`config.mk`:
```
export PLATFORM = sky130hd
export DESIGN_NAME = reg_write_scoreboard
export DESIGN_NICKNAME = d
export VERILOG_FILES = /design/src/rtl/reg_write_scoreboard_pkg.sv /design/src/rtl/reg_write_scoreboard_src_forward_select.sv /design/src/rtl/reg_write_scoreboard.sv
export SDC_FILE = /design/constraint.sdc
export NUM_CORES = 1
export LEC_CHECK = 0
export BUFFER_PORTS_ARGS = -buffer_cell sky130_fd_sc_hd__buf_2
export CORE_ASPECT_RATIO = 2
export CORE_MARGIN = 2
export CORE_UTILIZATION = 45
export DETAILED_ROUTE_END_ITERATION = 16
export GPL_ROUTABILITY_DRIVEN = 1
export PLACE_DENSITY_LB_ADDON = 0.3
export SLEW_MARGIN = 20
export SYNTH_ARGS = -nofsm -noshare
export SYNTH_HDL_FRONTEND = slang
export SYNTH_SLANG_ARGS = --single-unit
```
`constraint.sdc`:
```
create_clock -name clk -period 2.35 [get_ports clk]
set_input_delay 0.47 -clock clk [delete_from_list [all_inputs] [get_ports clk]]
set_output_delay 0.47 -clock clk [all_outputs]
set_load 0.02 [all_outputs]
```
`src/rtl/reg_write_scoreboard_pkg.sv`:
```
// ---------------------------------------------------------------------------
// reg_write_scoreboard_pkg
// Shared types for the register-write scoreboard:
//   RegNumPath  - register-number datapath type
//   AluSelect   - ALU operand-source select encoding
//   StageEntry  - per-stage producer record {valid, wrNum, isLoad}
// Also holds small helpers that answer "does this entry write a register?"
// ---------------------------------------------------------------------------
package reg_write_scoreboard_pkg;

    localparam int REG_NUM_BITS   = 5;
    localparam int STALL_CNT_BITS = 16;

    typedef logic [REG_NUM_BITS-1:0] RegNumPath;

    // Operand source: register file, or bypass from the youngest producer
    typedef enum logic [1:0] {
        REG     = 2'd0,
        FWD_EX  = 2'd1,
        FWD_MEM = 2'd2,
        FWD_WB  = 2'd3
    } AluSelect;

    typedef struct packed {
        logic      valid;
        RegNumPath wrNum;
        logic      isLoad;
    } StageEntry;

    localparam StageEntry EMPTY_ENTRY = '{valid: 1'b0, wrNum: '0, isLoad: 1'b0};

    // Register 0 is hardwired, so an entry naming it never counts as a write
    function automatic logic entryWrites(StageEntry e);
        return e.valid && (e.wrNum != '0);
    endfunction

endpackage

```
`src/rtl/reg_write_scoreboard_src_forward_select.sv`:
```
// ---------------------------------------------------------------------------
// src_forward_select
// Picks the operand source for one ALU input by matching the source register
// against the EX, MEM and WB producer records, youngest first.
// Ports:
//   srcNum    in  source register number
//   srcUsed   in  instruction actually reads this source
//   exValid / exWrNum    in  EX producer record
//   memValid / memWrNum  in  MEM producer record
//   wbValid / wbWrNum    in  WB producer record
//   select    out 2-bit AluSelect encoding
// ---------------------------------------------------------------------------
module src_forward_select
    import reg_write_scoreboard_pkg::*;
(
    input  logic [REG_NUM_BITS-1:0] srcNum,
    input  logic                    srcUsed,
    input  logic                    exValid,
    input  logic [REG_NUM_BITS-1:0] exWrNum,
    input  logic                    memValid,
    input  logic [REG_NUM_BITS-1:0] memWrNum,
    input  logic                    wbValid,
    input  logic [REG_NUM_BITS-1:0] wbWrNum,
    output logic [1:0]              select
);

    AluSelect selValue;

    // Unused sources and r0 always read the register file. Otherwise the
    // most recently issued matching producer holds the newest value, so EX
    // beats MEM beats WB. srcNum is non-zero inside the branch, so a match
    // also implies the producer's wrNum is non-zero.
    always_comb begin
        selValue = REG;
        if (srcUsed && (srcNum != '0)) begin
            if (exValid && (exWrNum == srcNum)) begin
                selValue = FWD_EX;
            end else if (memValid && (memWrNum == srcNum)) begin
                selValue = FWD_MEM;
            end else if (wbValid && (wbWrNum == srcNum)) begin
                selValue = FWD_WB;
            end
        end
    end

    assign select = selValue;

endmodule

```
`src/rtl/reg_write_scoreboard.sv`:
```
// ---------------------------------------------------------------------------
// reg_write_scoreboard
// Producer-side bookkeeping for the forwarding network. Records the
// destination of each instruction leaving ID and walks that record through
// EX, MEM and WB alongside the pipeline. From the records it derives the
// per-stage write number/enable, the ALU operand selects and the load-use
// stall, and counts stall cycles.
// Ports:
//   clk, rst (async, active-low)
//   idValid, idRsNum, idRtNum, idRsUsed, idRtUsed,
//   idWrNum, idWrEnable, idIsLoad          - instruction currently in ID
//   flush                                   - branch taken: kill ID and EX
//   stall                                   - hold front end, bubble into EX
//   aluInASelect, aluInBSelect              - operand source selects
//   wrNumToEX/MEM/WB, wrEnableToEX/MEM/WB   - tracked destination per stage
//   stallCount                              - saturating stall-cycle count
// ---------------------------------------------------------------------------
module reg_write_scoreboard
    import reg_write_scoreboard_pkg::*;
#(
    parameter int REG_NUM_W   = REG_NUM_BITS,
    parameter int STALL_CNT_W = STALL_CNT_BITS
) (
    input  logic                   clk,
    input  logic                   rst,
    input  logic                   idValid,
    input  logic [REG_NUM_W-1:0]   idRsNum,
    input  logic [REG_NUM_W-1:0]   idRtNum,
    input  logic                   idRsUsed,
    input  logic                   idRtUsed,
    input  logic [REG_NUM_W-1:0]   idWrNum,
    input  logic                   idWrEnable,
    input  logic                   idIsLoad,
    input  logic                   flush,
    output logic                   stall,
    output logic [1:0]             aluInASelect,
    output logic [1:0]             aluInBSelect,
    output logic [REG_NUM_W-1:0]   wrNumToEX,
    output logic [REG_NUM_W-1:0]   wrNumToMEM,
    output logic [REG_NUM_W-1:0]   wrNumToWB,
    output logic                   wrEnableToEX,
    output logic                   wrEnableToMEM,
    output logic                   wrEnableToWB,
    output logic [STALL_CNT_W-1:0] stallCount
);

    StageEntry exEntry;
    StageEntry memEntry;
    StageEntry wbEntry;
    StageEntry idRecord;

    RegNumPath rsNum;
    RegNumPath rtNum;
    logic      loadUseHit;
    logic      stallInt;
    logic      idAccept;
    logic [1:0] selA;
    logic [1:0] selB;

    assign rsNum = RegNumPath'(idRsNum);
    assign rtNum = RegNumPath'(idRtNum);

    // A non-writing instruction is recorded with wrNum 0 so that it can
    // never appear as a producer to forwarding or stall logic.
    always_comb begin
        idRecord        = EMPTY_ENTRY;
        idRecord.valid  = 1'b1;
        idRecord.wrNum  = idWrEnable ? RegNumPath'(idWrNum) : '0;
        idRecord.isLoad = idIsLoad;
    end

    // Load-use hazard: the load's data only exists at the end of MEM, so a
    // consumer directly behind it must wait one cycle. Loads already in MEM
    // or WB are served by forwarding and never stall.
    always_comb begin
        loadUseHit = 1'b0;
        if (exEntry.isLoad && entryWrites(exEntry)) begin
            loadUseHit = (idRsUsed && (rsNum == exEntry.wrNum)) ||
                         (idRtUsed && (rtNum == exEntry.wrNum));
        end
    end

    // Flush wins over stall: the dependent instruction is being killed, so
    // holding it would only waste a cycle. Reset also forces stall low.
    assign stallInt = rst && idValid && !flush && loadUseHit;
    assign idAccept = idValid && !stallInt && !flush;
    assign stall    = stallInt;

    src_forward_select selectA (
        .srcNum   (rsNum),
        .srcUsed  (idRsUsed),
        .exValid  (exEntry.valid),
        .exWrNum  (exEntry.wrNum),
        .memValid (memEntry.valid),
        .memWrNum (memEntry.wrNum),
        .wbValid  (wbEntry.valid),
        .wbWrNum  (wbEntry.wrNum),
        .select   (selA)
    );

    src_forward_select selectB (
        .srcNum   (rtNum),
        .srcUsed  (idRtUsed),
        .exValid  (exEntry.valid),
        .exWrNum  (exEntry.wrNum),
        .memValid (memEntry.valid),
        .memWrNum (memEntry.wrNum),
        .wbValid  (wbEntry.valid),
        .wbWrNum  (wbEntry.wrNum),
        .select   (selB)
    );

    // Selects fall back to the register file while reset is held so the
    // datapath sees a benign choice regardless of what ID is presenting.
    assign aluInASelect = rst ? selA : REG;
    assign aluInBSelect = rst ? selB : REG;

    // Records advance in lockstep with the pipeline. A flush kills the
    // instruction in EX, so MEM receives an empty record instead of it.
    // A stalled or killed ID slot turns into a bubble in EX.
    always_ff @(posedge clk or negedge rst) begin
        if (!rst) begin
            exEntry  <= EMPTY_ENTRY;
            memEntry <= EMPTY_ENTRY;
            wbEntry  <= EMPTY_ENTRY;
        end else begin
            wbEntry  <= memEntry;
            memEntry <= flush ? EMPTY_ENTRY : exEntry;
            exEntry  <= idAccept ? idRecord : EMPTY_ENTRY;
        end
    end

    // Stall-cycle counter sticks at all-ones rather than wrapping, so a
    // long run reads as "at least this many" instead of a small number.
    always_ff @(posedge clk or negedge rst) begin
        if (!rst) begin
            stallCount <= '0;
        end else if (stallInt && (stallCount != '1)) begin
            stallCount <= stallCount + STALL_CNT_W'(1);
        end
    end

    // Per-stage view for the forwarding muxes downstream.
    always_comb begin
        wrNumToEX     = REG_NUM_W'(exEntry.wrNum);
        wrNumToMEM    = REG_NUM_W'(memEntry.wrNum);
        wrNumToWB     = REG_NUM_W'(wbEntry.wrNum);
        wrEnableToEX  = entryWrites(exEntry);
        wrEnableToMEM = entryWrites(memEntry);
        wrEnableToWB  = entryWrites(wbEntry);
    end

endmodule

```
; ---- Word level (Yosys, flattened, before mapping)
; Index checks and enable logic that the tools add are counted.
[word_totals]
register_bits = 35
out_inout_bits = 39
in_bits = 23
[classes]
addsub = 1
eq_ne = 9
reduce_logical = 28
mux = 14
[op_table]
columns = cell, count
row1 = equality test 5 bit, 8
row2 = nonzero test 5 bit, 5
row3 = logical AND 1 bit, 20
row4 = two-way mux 2 bit, 10
row5 = "adder 16 x 1 -> 16 bit, second input constant", 1
row6 = "inequality test 16 bit, second input constant", 1
row7 = two-way mux 7 bit, 2
row8 = two-way mux 5 bit, 1
row9 = zero test 1 bit, 2
row10 = logical OR 1 bit, 1
row11 = two-way mux 1 bit, 1

; ---- Depth between registers and ports, before layout
[logic_depth]
ltp_word = 9
mapped_depth = 6
ltp_nobuf = 6

; ---- Modules after synthesis
; From an unflattened synthesis, not the netlist that was laid out.
[unflattened]
hier_cells = 207
area_unflattened_um2 = 2125.8
[modules_own_cells]
columns = module, cells_per_inst, instances, area_per_inst_um2, seq_area_each_um2
row1 = reg_write_scoreboard, 153, 1, 1702.9, 875.8
row2 = src_forward_select, 27, 2, 211.5, 0.0

; ---- Least setup slack after synthesis
; OpenSTA, ideal clock, no wires.
[synth_path]
path_type = register to output
startpoint = register memEntry, in the netlist wrNumToMEM[0]
endpoint = output aluInBSelect[1]
required_time_ns = 1.880
t_arrival_ns = 1.703
path_stages_with_launch = 6
slack_ns = 0.177
cell_sequence = dfrtp_1 xor2_1 nor4_1 nand3_1 nor2b_1 nor3b_1
[synth_via]
elab_chain_cells = 6
[synth_rtl]
columns = element, line
row1 = start: declaration, reg_write_scoreboard.sv:48  ; StageEntry memEntry;
row2 = start signal: assignment, reg_write_scoreboard.sv:128  ; memEntry <= flush ? EMPTY_ENTRY : exEntry;
row3 = equality test 5 bit, reg_write_scoreboard_src_forward_select.sv:38  ; end else if (memValid && (memWrNum == srcNum)) begin
row4 = logical AND 1 bit, reg_write_scoreboard_src_forward_select.sv:38
row5 = two-way mux 2 bit, reg_write_scoreboard_src_forward_select.sv:38
row6 = two-way mux 2 bit, reg_write_scoreboard_src_forward_select.sv:36  ; if (exValid && (exWrNum == srcNum)) begin
row7 = two-way mux 2 bit, reg_write_scoreboard_src_forward_select.sv:35  ; if (srcUsed && (srcNum != '0)) begin
row8 = two-way mux 2 bit, reg_write_scoreboard.sv:116  ; assign aluInBSelect = rst ? selB : REG;
row9 = end: declaration, reg_write_scoreboard.sv:37  ; output logic [1:0] aluInBSelect,
; No other way between the ends.

; ---- Final worst setup path
[layout_path]
startpoint = register memEntry, in the netlist wrNumToMEM[3]
endpoint = output aluInASelect[1]
[layout_via]
elab_chain_cells = 6
[layout_rtl]
columns = element, line
row1 = equality test 5 bit, reg_write_scoreboard_src_forward_select.sv:38
row2 = logical AND 1 bit, reg_write_scoreboard_src_forward_select.sv:38
row3 = two-way mux 2 bit, reg_write_scoreboard_src_forward_select.sv:38
row4 = two-way mux 2 bit, reg_write_scoreboard_src_forward_select.sv:36
row5 = two-way mux 2 bit, reg_write_scoreboard_src_forward_select.sv:35
row6 = two-way mux 2 bit, reg_write_scoreboard.sv:115  ; assign aluInASelect = rst ? selA : REG;
row7 = end: declaration, reg_write_scoreboard.sv:36  ; output logic [1:0] aluInASelect,
; No other way between the ends.

==> impl_metrics.py <==
metrics = {
    "clock_tree": {
        "clkLatencyLatePin_ps": 280,
        "cts.htree.levels": 2,
        "ctsLongestPathBuffers": 2,
        "cts.sinks": 35,
        "path_clk_slew_ps": 70,
        "tritoncts_clock_tree": "done",
        "numCtsBuffers": 5,
        "clockRootBuffer": "sky130_fd_sc_hd__clkbuf_8",
    },
    "sta": {
        "setup_viol": 0,
        "fin_worst_skew_ps": 5.92,
        "fin_crit_sh": 0.974,
        "slew_headroom": 0.609,
        "drv_slew": 0,
        "rsz_0062_raised_after_global_routing": "no",
        "final.min_clock_period_ps": 2290,
        "timing_worst_slew_pin_value_ps": 582,
        "timing.fmax_mhz": 437,
        "final.hold.worst_slack_ps": 130,
        "final_hold_viol_count": 0,
        "fin_setup_tns_ps": 0,
    },
    "pwr": {
        "power_switching_uw": 302,
        "power.total_mw": 1.28,
        "switching_share": 0.235,
        "worst_ir_drop_vdd_v": 0.000410,
        "static-leakage-power_nw": 1.23,
        "powerDensity_nw_per_um2": 524,
        "power.share.clock": 0.415,
        "power_frac_comb": 0.102,
        "internal_power_uw": 982,
        "seqPwrFrac": 0.483,
    },
    "worst_setup_path": {
        "r2r_cells": 6,
        "crit_path_max_incr_delay_ps": 450,
        "timing.critical_path.slowest_stage_cell": "sky130_fd_sc_hd__dfrtp_1",
        "rr_endpoint": "stallCount[1]",
        "worstReg2RegStart": "wrNumToEX[2]",
        "worstPathRequired_ps": 1880,
        "crit_buf_inv": 1,
        "timing.reg2reg.setup_slack_ps": 390,
        "cp.arrival_ps": 1820,
        "crit_path_start_kind": "flip-flop",
        "timing.setup.critical_path_class": "reg -> out",
        "critPathTopFamily": "simple AND/OR/NAND/NOR gates",
        "cp-end-kind": "output port",
        "path_max_fanout": 5,
        "path_cells": "xor2_1 > nor4_1 > nand3_1 > nor2b_1 > nor3b_1 > buf_2",
    },
    "drt": {
        "drt_drc_violations_left": 0,
        "routed_via_density": 5.36,
        "vias": 1635,
        "initialDrtViolationCount": 31,
        "routedWlPerCell_um": 16.0,
        "first_pass_iters": 4,
        "number_of_nets_with_antenna_violations_after_routing": 0,
        "finalWirelength_um": 4890,
    },
    "grt": {
        "grt_use_met2": 0.431,
        "global_route.usage.met1": 0.210,
        "first_pass_grt_wire_length_um": 7860,
        "first_global_vias": 1671,
        "global_route.usage.total": 0.220,
        "top_usage_layer": "met2",
        "number_of_antenna_violations_at_the_first_check_in_global_routing": 0,
        "grt-ovfl-total": 0,
        "grt_max_degree": 28,
        "groute.layer.met3.usage": 0.0292,
    },
    "placed_design": {
        "postPlaceCellArea_um2": 2300,
        "buffer_ports.inserted": 61,
        "detailed_place_hpwl_um": 3860,
        "dpl.cell_count": 294,
        "place_congestion": 0.812,
    },
    "yosys": {
        "ys_dominant_reg_cell": "sky130_fd_sc_hd__dfrtp_1",
        "post_synth.cell_area_avg_um2": 10.7,
        "synthSimpleGateAreaFrac": 0.252,
        "number_of_register_bits_inferred_by_synthesis": 35,
        "yosys_warnings": 0,
        "dominant_combinational_cell_family_by_area_after_synthesis": "simple AND/OR/NAND/NOR gates",
        "yosys.area_share.xor_xnor": 0.200,
        "post_synth_num_cell_types": 31,
        "postSynthCellCount": 180,
        "synthArstFlopShare": 1.00,
        "register_area_share_after_synthesis": 0.455,
        "synth_top_area_cell": "sky130_fd_sc_hd__dfrtp_1",
        "synth.net_count": 204,
        "yosys.area.top_type_share": 0.455,
        "synthesis.area_um2": 1920,
        "synth_compound_gate_area_share": 0.0481,
        "synth.area.mux_share": 0.0117,
        "ys_top_cells_by_area": "sky130_fd_sc_hd__dfrtp_1 46%, sky130_fd_sc_hd__xnor2_1 13%, sky130_fd_sc_hd__xor2_1 7.3%",
        "synth_adder_area_share": 0.00651,
        "synth-edff-count": 0,
    },
    "die": {
        "num_rows": 33,
        "floorplan.die_area_um2": 4840,
        "core_um2": 4090,
        "fp.dieW_um": 50.2,
        "die_h_um": 96.5,
        "initial_utilization": 0.470,
        "number_of_i_o_pins": 62,
    },
    "cells_and_area": {
        "sequential_cell_area_um2": 880,
        "multiInputGateArea_um2": 1010,
        "post_route_cells_drive_above_1_share": 0.360,
        "num-nets-final": 276,
        "fillers": 378,
        "instances_no_fill": 305,
        "area_growth_syn_to_layout_pct": 27.4,
        "finish.instance_area_um2": 2450,
        "num_antenna_cells": 0,
    },
    "outcome": {
        "run_status": "finished, final reports clean",
    },
    "worst_hold_path": {
        "worst_hold_path_type": "in -> async",
    },
    "flow_run": {
        "timing.max_cap.violations": 0,
    },
}
state kept, by name, indices dropped and copies added, names as in the netlist:
| name | cells |
|---|---|
| wbEntry | 1 |
| wrNumToMEM | 5 |
| exEntry | 2 |
| wrNumToEX | 5 |
| memEntry | 1 |
| wrNumToWB | 5 |
| stallCount | 16 |
per-stage QoR:
| stage | setup slack [ps] | util |
|---|---|---|
| 6_report | 62.3 | 0.599 |
| 5_1_grt | 3.53 | 0.599 |
| 4_1_cts | 23.3 | 0.590 |
| 3_5_place_dp | 219 | 0.563 |
| 3_3_place_gp | 189 | 0.563 |
| 2_1_floorplan | 177 | - |
worst register-to-register path, stage by stage (launching register included):
cell and delay [ps]:
sky130_fd_sc_hd__dfrtp_1 380, sky130_fd_sc_hd__or4_4 550, sky130_fd_sc_hd__o21ai_4 220, sky130_fd_sc_hd__buf_4 150
sky130_fd_sc_hd__nor3_2 80, sky130_fd_sc_hd__nand2_2 130, sky130_fd_sc_hd__mux2_1 320
worst max-delay path by stage:
| stage | start | to | slack [ps] | cells after the start |
|---|---|---|---|---|
| after floorplan | wrNumToMEM[0] | aluInBSelect[1] | 180 | 5 |
| after global placement | idRsNum[2] | aluInASelect[1] | 190 | 7 |
| after detailed placement | idRsNum[3] | aluInASelect[1] | 220 | 7 |
| after CTS | wrNumToEX[1] | stall | 20 | 5 |
| after global routing | wrNumToEX[2] | stall | 4 | 5 |
| final | wrNumToMEM[3] | aluInASelect[1] | 60 | 6 |
placed cells by master, fill, tap and decap left out, types with 2 or more instances in the layout:
master                     netlist  final
sky130_fd_sc_hd__nor3b_1         2      2
sky130_fd_sc_hd__nor2b_1         8      8
sky130_fd_sc_hd__o211ai_1        2      2
sky130_fd_sc_hd__xnor2_1        28     28
sky130_fd_sc_hd__o21a_1          2      2
sky130_fd_sc_hd__dfrtp_1        35     32
sky130_fd_sc_hd__a21oi_1         2      2
sky130_fd_sc_hd__xor2_1         16     16
sky130_fd_sc_hd__nand2b_1        3      3
sky130_fd_sc_hd__dfrtp_2         0      3
sky130_fd_sc_hd__buf_2           0     60
sky130_fd_sc_hd__and3_1         12     12
sky130_fd_sc_hd__and2_1          3      2
sky130_fd_sc_hd__mux2_1          2      2
sky130_fd_sc_hd__nand4_1         9      9
sky130_fd_sc_hd__clkbuf_8        0      5
sky130_fd_sc_hd__nor4_1          6      6
sky130_fd_sc_hd__nand2_1         9      9
sky130_fd_sc_hd__buf_4           6     11
sky130_fd_sc_hd__nor2_1          4      4
sky130_fd_sc_hd__nand3_1        15     15
sky130_fd_sc_hd__or4_1           4      4
timing repair:
| action | CTS | global route |
|---|---|---|
| setup buffers | 0 | 3 |
| resized for setup | 0 | 6 |
| hold buffers | 0 | 0 |
| endpoints found under the setup margin | 0 | 3 |
power by group through the flow:
stage | Clock [mW] | Combinational, mW | Sequential [mW]
after floorplan | 0 | 0.0622 | 0.634
after global placement | 0 | 0.127 | 0.632
after detailed placement | 0 | 0.128 | 0.632
after CTS | 0.552 | 0.129 | 0.620
after global routing | 0.578 | 0.144 | 0.621
final | 0.533 | 0.131 | 0.620
cells by family after synthesis:
logic type / count (synthesis)
AOI/OAI and AO/OA: 9
xor gates and xnor gates: 44
adders and majority gates: 1
buffers and inverters: 7
DFF: 35
muxes: 2
and+or+nand+nor: 82
cell type report:
type / instances / share of cell area
clock inverters: 3 / 0.0179
multi-input cells: 138 / 0.411
inverters: 1 / 0.00153
flip-flops and latches: 35 / 0.359
well taps: 52 / 0.0266
repair buffers: 71 / 0.156
clock buffers: 5 / 0.0281
Yosys cell counts, types with 4 or more instances:
cell type                 count
sky130_fd_sc_hd__xor2_1      16
sky130_fd_sc_hd__or4_1        4
sky130_fd_sc_hd__dfrtp_1     35
sky130_fd_sc_hd__xnor2_1     28
sky130_fd_sc_hd__nand4_1      9
sky130_fd_sc_hd__and3_1      12
sky130_fd_sc_hd__nand2_1      9
sky130_fd_sc_hd__nor2_1       4
sky130_fd_sc_hd__nor2b_1      8
sky130_fd_sc_hd__buf_4        6
sky130_fd_sc_hd__nand3_1     15
sky130_fd_sc_hd__nor4_1       6
metal layers:
metal | wire [um] | share of wire
met3 | 197 | 0.040
met1 | 1680 | 0.34
met4 | 153 | 0.031
met2 | 2860 | 0.58
met5 | 0 | 0
(Power assumes the default switching activity.)
